**src/rtl/muldiv_pkg.sv**
```systemverilog
// Shared types and constants for the HI/LO multiply/divide unit.
// Holds the sequencer state enum, divider constants and op-kind codes.
package muldiv_pkg;

    typedef enum logic [1:0] {
        ST_IDLE,
        ST_MUL,
        ST_DIV,
        ST_FIX
    } md_state_e;

    localparam int          DIV_ITERS = 32;
    localparam logic [31:0] DIV0_QUOT = 32'hFFFF_FFFF;

    // Op kinds as seen by the decode stage
    localparam logic [2:0] OP_NONE  = 3'd0;
    localparam logic [2:0] OP_MULT  = 3'd1;
    localparam logic [2:0] OP_MULTU = 3'd2;
    localparam logic [2:0] OP_DIV   = 3'd3;
    localparam logic [2:0] OP_DIVU  = 3'd4;
    localparam logic [2:0] OP_MTHI  = 3'd5;
    localparam logic [2:0] OP_MTLO  = 3'd6;
    localparam logic [2:0] OP_MF    = 3'd7;

    // Magnitude of a possibly signed operand; 0x80000000 wraps to itself,
    // which is the correct unsigned magnitude.
    function automatic logic [31:0] mag32(input logic [31:0] v,
                                          input logic        sgn);
        return (sgn && v[31]) ? 32'(-v) : v;
    endfunction

endpackage

```
**src/rtl/div_iter.sv**
```systemverilog
// 32-bit restoring divider datapath, one shift-subtract step per enable.
// Ports: clk, clear (sync zero), start (load operands), en (step),
// dividend/divisor magnitudes in, quot/rem out.
module div_iter (
    input  logic        clk,
    input  logic        clear,
    input  logic        start,
    input  logic        en,
    input  logic [31:0] dividend,
    input  logic [31:0] divisor,
    output logic [31:0] quot,
    output logic [31:0] rem
);
    logic [31:0] rem_q;
    logic [31:0] quot_q;
    logic [31:0] dvs_q;
    logic [32:0] shifted;
    logic [32:0] trial;

    // Partial remainder shifted left by one, pulling in the next
    // dividend bit from the top of the quotient register.
    assign shifted = {rem_q, quot_q[31]};
    assign trial   = shifted - {1'b0, dvs_q};

    always_ff @(posedge clk) begin
        if (clear) begin
            rem_q  <= '0;
            quot_q <= '0;
            dvs_q  <= '0;
        end else if (start) begin
            rem_q  <= '0;
            quot_q <= dividend;
            dvs_q  <= divisor;
        end else if (en) begin
            if (!trial[32]) begin
                rem_q  <= trial[31:0];
                quot_q <= {quot_q[30:0], 1'b1};
            end else begin
                rem_q  <= shifted[31:0];
                quot_q <= {quot_q[30:0], 1'b0};
            end
        end
    end

    assign quot = quot_q;
    assign rem  = rem_q;

endmodule

```
**src/rtl/muldiv_ctrl.sv**
```systemverilog
// HI/LO multiply/divide sequencer: fixed-latency multiply, 32-step divide,
// mthi/mtlo writes and EX stall on HI/LO hazards.
// Ports: clk, reset (sync, active-high), EX op decode and operands, flush;
// outputs stall, busy, hi, lo. Param MUL_LAT = multiply latency (>=1).
// Build option: MULDIV_CANCEL_EN makes a flush abort an in-flight op.
module muldiv_ctrl #(
    parameter int MUL_LAT = 3
) (
    input  logic        clk,
    input  logic        reset,
    input  logic        ex_valid,
    input  logic        is_mult,
    input  logic        is_multu,
    input  logic        is_div,
    input  logic        is_divu,
    input  logic        hi_wen,
    input  logic        lo_wen,
    input  logic        rd_hi,
    input  logic        rd_lo,
    input  logic [31:0] rs_data,
    input  logic [31:0] rt_data,
    input  logic        flush,
    output logic        stall,
    output logic        busy,
    output logic [31:0] hi,
    output logic [31:0] lo
);
    import muldiv_pkg::*;

    localparam int MW = (MUL_LAT > 1) ? $clog2(MUL_LAT) : 1;
    localparam int CW = (MW > 5) ? MW : 5;

    md_state_e   state, state_nxt;
    logic [CW-1:0] cnt, cnt_nxt;
    logic [2:0]  op;
    logic        touch;
    logic        accept;
    logic        cancel;
    logic        mul_commit;
    logic        div_commit;
    logic        div_start;
    logic        div_step;
    logic        mul_sgn;
    logic        div_sgn;
    logic [63:0] a64;
    logic [63:0] b64;
    logic [63:0] prod;
    logic [63:0] prod_q;
    logic        q_neg;
    logic        r_neg;
    logic        div0;
    logic [31:0] dvd_raw;
    logic [31:0] d_quot;
    logic [31:0] d_rem;
    logic [31:0] q_fix;
    logic [31:0] r_fix;

    always_comb begin
        op = OP_NONE;
        if (ex_valid) begin
            unique case (1'b1)
                is_mult:         op = OP_MULT;
                is_multu:        op = OP_MULTU;
                is_div:          op = OP_DIV;
                is_divu:         op = OP_DIVU;
                hi_wen:          op = OP_MTHI;
                lo_wen:          op = OP_MTLO;
                (rd_hi | rd_lo): op = OP_MF;
                default:         op = OP_NONE;
            endcase
        end
    end

    assign touch = (op != OP_NONE);

`ifdef MULDIV_CANCEL_EN
    assign cancel = flush & (state != ST_IDLE);
`else
    assign cancel = 1'b0;
`endif

    // Sign-extend only for signed multiply; low 64 bits of the product
    // of the extended operands is then the correct signed product.
    assign mul_sgn = (op == OP_MULT);
    assign div_sgn = (op == OP_DIV);
    assign a64     = {{32{mul_sgn & rs_data[31]}}, rs_data};
    assign b64     = {{32{mul_sgn & rt_data[31]}}, rt_data};
    assign prod    = a64 * b64;

    always_ff @(posedge clk) begin
        if (reset) begin
            state <= ST_IDLE;
            cnt   <= '0;
        end else begin
            state <= state_nxt;
            cnt   <= cnt_nxt;
        end
    end

    always_comb begin
        state_nxt  = state;
        cnt_nxt    = cnt;
        busy       = (state != ST_IDLE);
        stall      = touch & busy;
        accept     = touch & ~busy & ~flush;
        mul_commit = 1'b0;
        div_commit = 1'b0;
        div_start  = 1'b0;
        div_step   = 1'b0;
        unique case (state)
            ST_IDLE: begin
                if (accept && (op == OP_MULT || op == OP_MULTU)) begin
                    state_nxt = ST_MUL;
                    cnt_nxt   = CW'(MUL_LAT - 1);
                end else if (accept && (op == OP_DIV || op == OP_DIVU)) begin
                    state_nxt = ST_DIV;
                    cnt_nxt   = '0;
                    div_start = 1'b1;
                end
            end
            ST_MUL: begin
                if (cnt == '0) begin
                    state_nxt  = ST_IDLE;
                    mul_commit = 1'b1;
                end else begin
                    cnt_nxt = cnt - 1'b1;
                end
            end
            ST_DIV: begin
                div_step = 1'b1;
                if (cnt == CW'(DIV_ITERS - 1)) begin
                    state_nxt = ST_FIX;
                    cnt_nxt   = '0;
                end else begin
                    cnt_nxt = cnt + 1'b1;
                end
            end
            ST_FIX: begin
                div_commit = 1'b1;
                state_nxt  = ST_IDLE;
            end
            default: state_nxt = ST_IDLE;
        endcase
        if (cancel) begin
            state_nxt  = ST_IDLE;
            cnt_nxt    = '0;
            mul_commit = 1'b0;
            div_commit = 1'b0;
            div_step   = 1'b0;
        end
    end

    always_ff @(posedge clk) begin
        if (reset) begin
            prod_q  <= '0;
            q_neg   <= 1'b0;
            r_neg   <= 1'b0;
            div0    <= 1'b0;
            dvd_raw <= '0;
        end else begin
            if (accept && (op == OP_MULT || op == OP_MULTU))
                prod_q <= prod;
            if (div_start) begin
                q_neg   <= div_sgn & (rs_data[31] ^ rt_data[31]);
                r_neg   <= div_sgn & rs_data[31];
                div0    <= (rt_data == '0);
                dvd_raw <= rs_data;
            end
        end
    end

    div_iter u_div (
        .clk      (clk),
        .clear    (reset | cancel),
        .start    (div_start),
        .en       (div_step),
        .dividend (mag32(rs_data, div_sgn)),
        .divisor  (mag32(rt_data, div_sgn)),
        .quot     (d_quot),
        .rem      (d_rem)
    );

    assign q_fix = q_neg ? 32'(-d_quot) : d_quot;
    assign r_fix = r_neg ? 32'(-d_rem)  : d_rem;

    always_ff @(posedge clk) begin
        if (reset) begin
            hi <= '0;
            lo <= '0;
        end else if (mul_commit) begin
            hi <= prod_q[63:32];
            lo <= prod_q[31:0];
        end else if (div_commit) begin
            hi <= div0 ? dvd_raw   : r_fix;
            lo <= div0 ? DIV0_QUOT : q_fix;
        end else if (accept && op == OP_MTHI) begin
            hi <= rs_data;
        end else if (accept && op == OP_MTLO) begin
            lo <= rs_data;
        end
    end

endmodule

```
**config.mk**
```make
export PLATFORM = sky130hd
export DESIGN_NAME = muldiv_ctrl
export DESIGN_NICKNAME = d
export VERILOG_FILES = /design/src/rtl/muldiv_pkg.sv /design/src/rtl/div_iter.sv /design/src/rtl/muldiv_ctrl.sv
export SDC_FILE = /design/constraint.sdc
export NUM_CORES = 2
export LEC_CHECK = 0
export CORE_MARGIN = 1
export CORE_UTILIZATION = 50
export DETAILED_ROUTE_END_ITERATION = 10
export PLACE_DENSITY = 0.67
export RECOVER_POWER = 50
export SKIP_LAST_GASP = 1
export SLEW_MARGIN = 5
export SYNTH_ARGS = -nofsm -noshare
export SYNTH_HDL_FRONTEND = slang
export SYNTH_SLANG_ARGS = --single-unit
export TNS_END_PERCENT = 30
```
**constraint.sdc**
```tcl
create_clock -name clk -period 24.3 [get_ports clk]
set_clock_uncertainty 0.15 [all_clocks]
set_input_delay 3.645 -clock clk [delete_from_list [all_inputs] [get_ports clk]]
set_output_delay 3.645 -clock clk [all_outputs]
set_load 0.01 [all_outputs]
```
==> impl_metrics.toml <==
[worst_hold_path]
hold_path.startpoint = "prod_q[13]"
hold_path_depth = 2
min_to = "prod_q[13]"
hp-class = "reg -> reg"

[timing]
fmax_mhz = 72.8
hold_viol_final = 0
relSlewSlack = -1.14
tns_ns = 0
rsz0062_at_grt = "false"
period_needed_ns = 13.74
setup_viol = 0
slew_violations = 203
min_period_over_period = 0.565
worst_pin_slew_ns = 3.20
whs_ns = 0.303

[detailed_routing]
num_vias = 43200
viasPerCell = 5.72
drt_pass1_iterations = 11
wire_per_inst_um = 22.4
drcViolationCount = 40
drt_iter0_drc = 4164
ant_nets = 0
wirelength_mm = 169

[die]
die_h_um = 329
dieArea_mm2 = 0.109
num_rows = 119
die_w_um = 329
fp.coreArea_mm2 = 0.106
start_util = 0.506
ioPinCount = 142

[clocking]
clk_path_buf_depth = 3
cts_resized = 0
postCtsSetupBuffers = 0
clk_latency_ns = 0.58
cts.clk_slew.worst_paths_ns = 0.07
htreeDepth = 1
clock-sinks = 266
cts_buffers = 26
cts_tree = "built"
hold_buffers = 0
root_buffer = "clkbuf_16"

[finish]
fillCellCount = 9808
instances_no_fill = 7547
multiInputGateArea_mm2 = 0.0422
layout.area.seq_mm2 = 0.00533
nNetsFinal = 7587
layout_commonest_cell = "inv_1"
mostFrequentLayoutCells = "inv_1 (1199), fa_1 (1126), nand2_1 (1115), and2_1 (302), nor2_1 (285)"
fin_area_mm2 = 0.0565
drive_above_1_share = 0.0355
area_growth_pct = 5.42

[yosys]
avgSynthCellArea_um2 = 8.51
synth_ff_type = "dfxtp_1"
synth_edf_count = 0
syn_nets = 7758
ys_ff_latch = 266
ys.warnings.count = 0
syn_area_mm2 = 0.0536
syn_inst = 6297
synthArstFlopShare = 0
seq_area_frac_synth = 0.0993
synth_cell_types = 69

[grt]
use_met3 = 0.0635
grt_pass1_vias = 43900
antenna_found_initial = 15
grt_usage = 0.316
grt-ovfl-total = 0
grt_max_degree = 113
grt.busiest_layer = "met2"
grtUsageMet2 = 0.480
grt_pass1_wl_mm = 261
met1_usage = 0.446

[place]
hpwl_mm = 122
dpl_cell_area_mm2 = 0.0556
dp_cells = 7489
gp_congestion = 0.992
io_buffers = 141

[worst_setup_path]
setup.reg_to_reg.worst_slack_ns = 18.95
critPathLaunchType = "primary input"
r2r_end = "u_div.rem[29]"
cp-end-kind = "flip-flop"
r2r_cells = 9
r2r_start = "state[0]"
critPathMostFrequentCell = "fa_1"
cp_max_fo = 20
cp_data_required_time_ns = 24.66
slowest_delay_ns = 0.63
crit_path_top_delay_cell = "fa_1"
path_class = "in -> reg"
arrival_ns = 14.09

[run_status]
violations = "DRC, capacitance limit, slew limit"
status = "finished, violations left"

[run]
cap_violations = 4
[registers in the layout, summed over array words and instances, names as in the netlist]
signal / count
state: 2
r_neg: 1
div0: 1
cnt: 5
q_neg: 1
lo: 32
dvd_raw: 32
u_div.quot: 32
u_div.rem: 32
u_div.dvs_q: 32
hi: 32
prod_q: 64
[logic make-up after synthesis]
family | share of synthesized area
buffers and inverters | 0.114
XOR/XNOR | 0.0358
AND/OR/NAND/NOR | 0.162
adder cells (fa/ha/maj) | 0.481
AO/OA/AOI/OAI | 0.0946
multiplexers | 0.0133
flip-flops | 0.0993
[cell type report]
type,count,share of cell area
antenna,10,0.000443
inverter,1199,0.0796
tap,1391,0.0308
multi-input combinational,4405,0.747
clock inverter,13,0.00250
sequential,266,0.0942
clock buffer,35,0.0130
timing repair buffer,228,0.0320
[worst max-delay path, delay by kind of cell]
family / cells / cell delay (ns)
adders and majority gates: 9 / 4.59
buffers and inverters: 5 / 1.43
and+or+nand+nor: 12 / 3.19
AOI/OAI and AO/OA: 5 / 1.20
[cells in the mapped netlist (18+ instances only)]
master / count / area (µm²)
inv_1: 1199 / 4500
fa_1: 1126 / 22500
nand2_1: 1118 / 4200
clkbuf_1: 335 / 1260
and2_1: 303 / 1900
nor2_1: 285 / 1070
dfxtp_1: 266 / 5330
ha_1: 259 / 3240
a21oi_1: 235 / 1180
xnor2_1: 145 / 1270
o21ai_0: 143 / 716
a211oi_1: 116 / 871
buf_1: 88 / 330
xor2_1: 74 / 648
mux2i_1: 71 / 711
a21o_1: 45 / 338
o31ai_1: 33 / 248
a31oi_1: 32 / 200
nor3_1: 32 / 160
and3_1: 29 / 181
nand3_1: 26 / 130
a311oi_1: 24 / 210
o21bai_1: 24 / 180
or4_1: 22 / 165
o221ai_1: 21 / 184
nor2b_1: 20 / 125
o21a_1: 19 / 143
nor4_1: 18 / 113
[routing by layer]
metal,part of all wire,vias up,wire length [µm]
li1,-,18800,-
met1,0.41,21600,69700
met2,0.43,2246,72900
met3,0.11,437,18700
met4,0.047,12,7950
met5,0.00048,-,82
[per-stage QoR]
step                      worst slack [ns]   util
final                                10.56  0.534
after floorplan                      11.45      -
after CTS                            10.76  0.534
after global placement               10.38  0.526
after detailed placement             10.18  0.526
after global routing                 10.09  0.534
[worst max-delay path by stage]
stage               cells after the start  start  slack [ns]    endpoint
floorplan                              32  rd_lo       11.45  prod_q[62]
global placement                       31  rd_lo       10.38  prod_q[60]
detailed placement                     31  rd_lo       10.18  prod_q[60]
CTS                                    31  rd_lo       10.76  prod_q[60]
global route                           31  rd_lo       10.09  prod_q[60]
finish                                 31  rd_lo       10.56  prod_q[60]
Power is not shown: default switching activity piles up to over one toggle a cycle in this logic, so the estimate is an artifact.
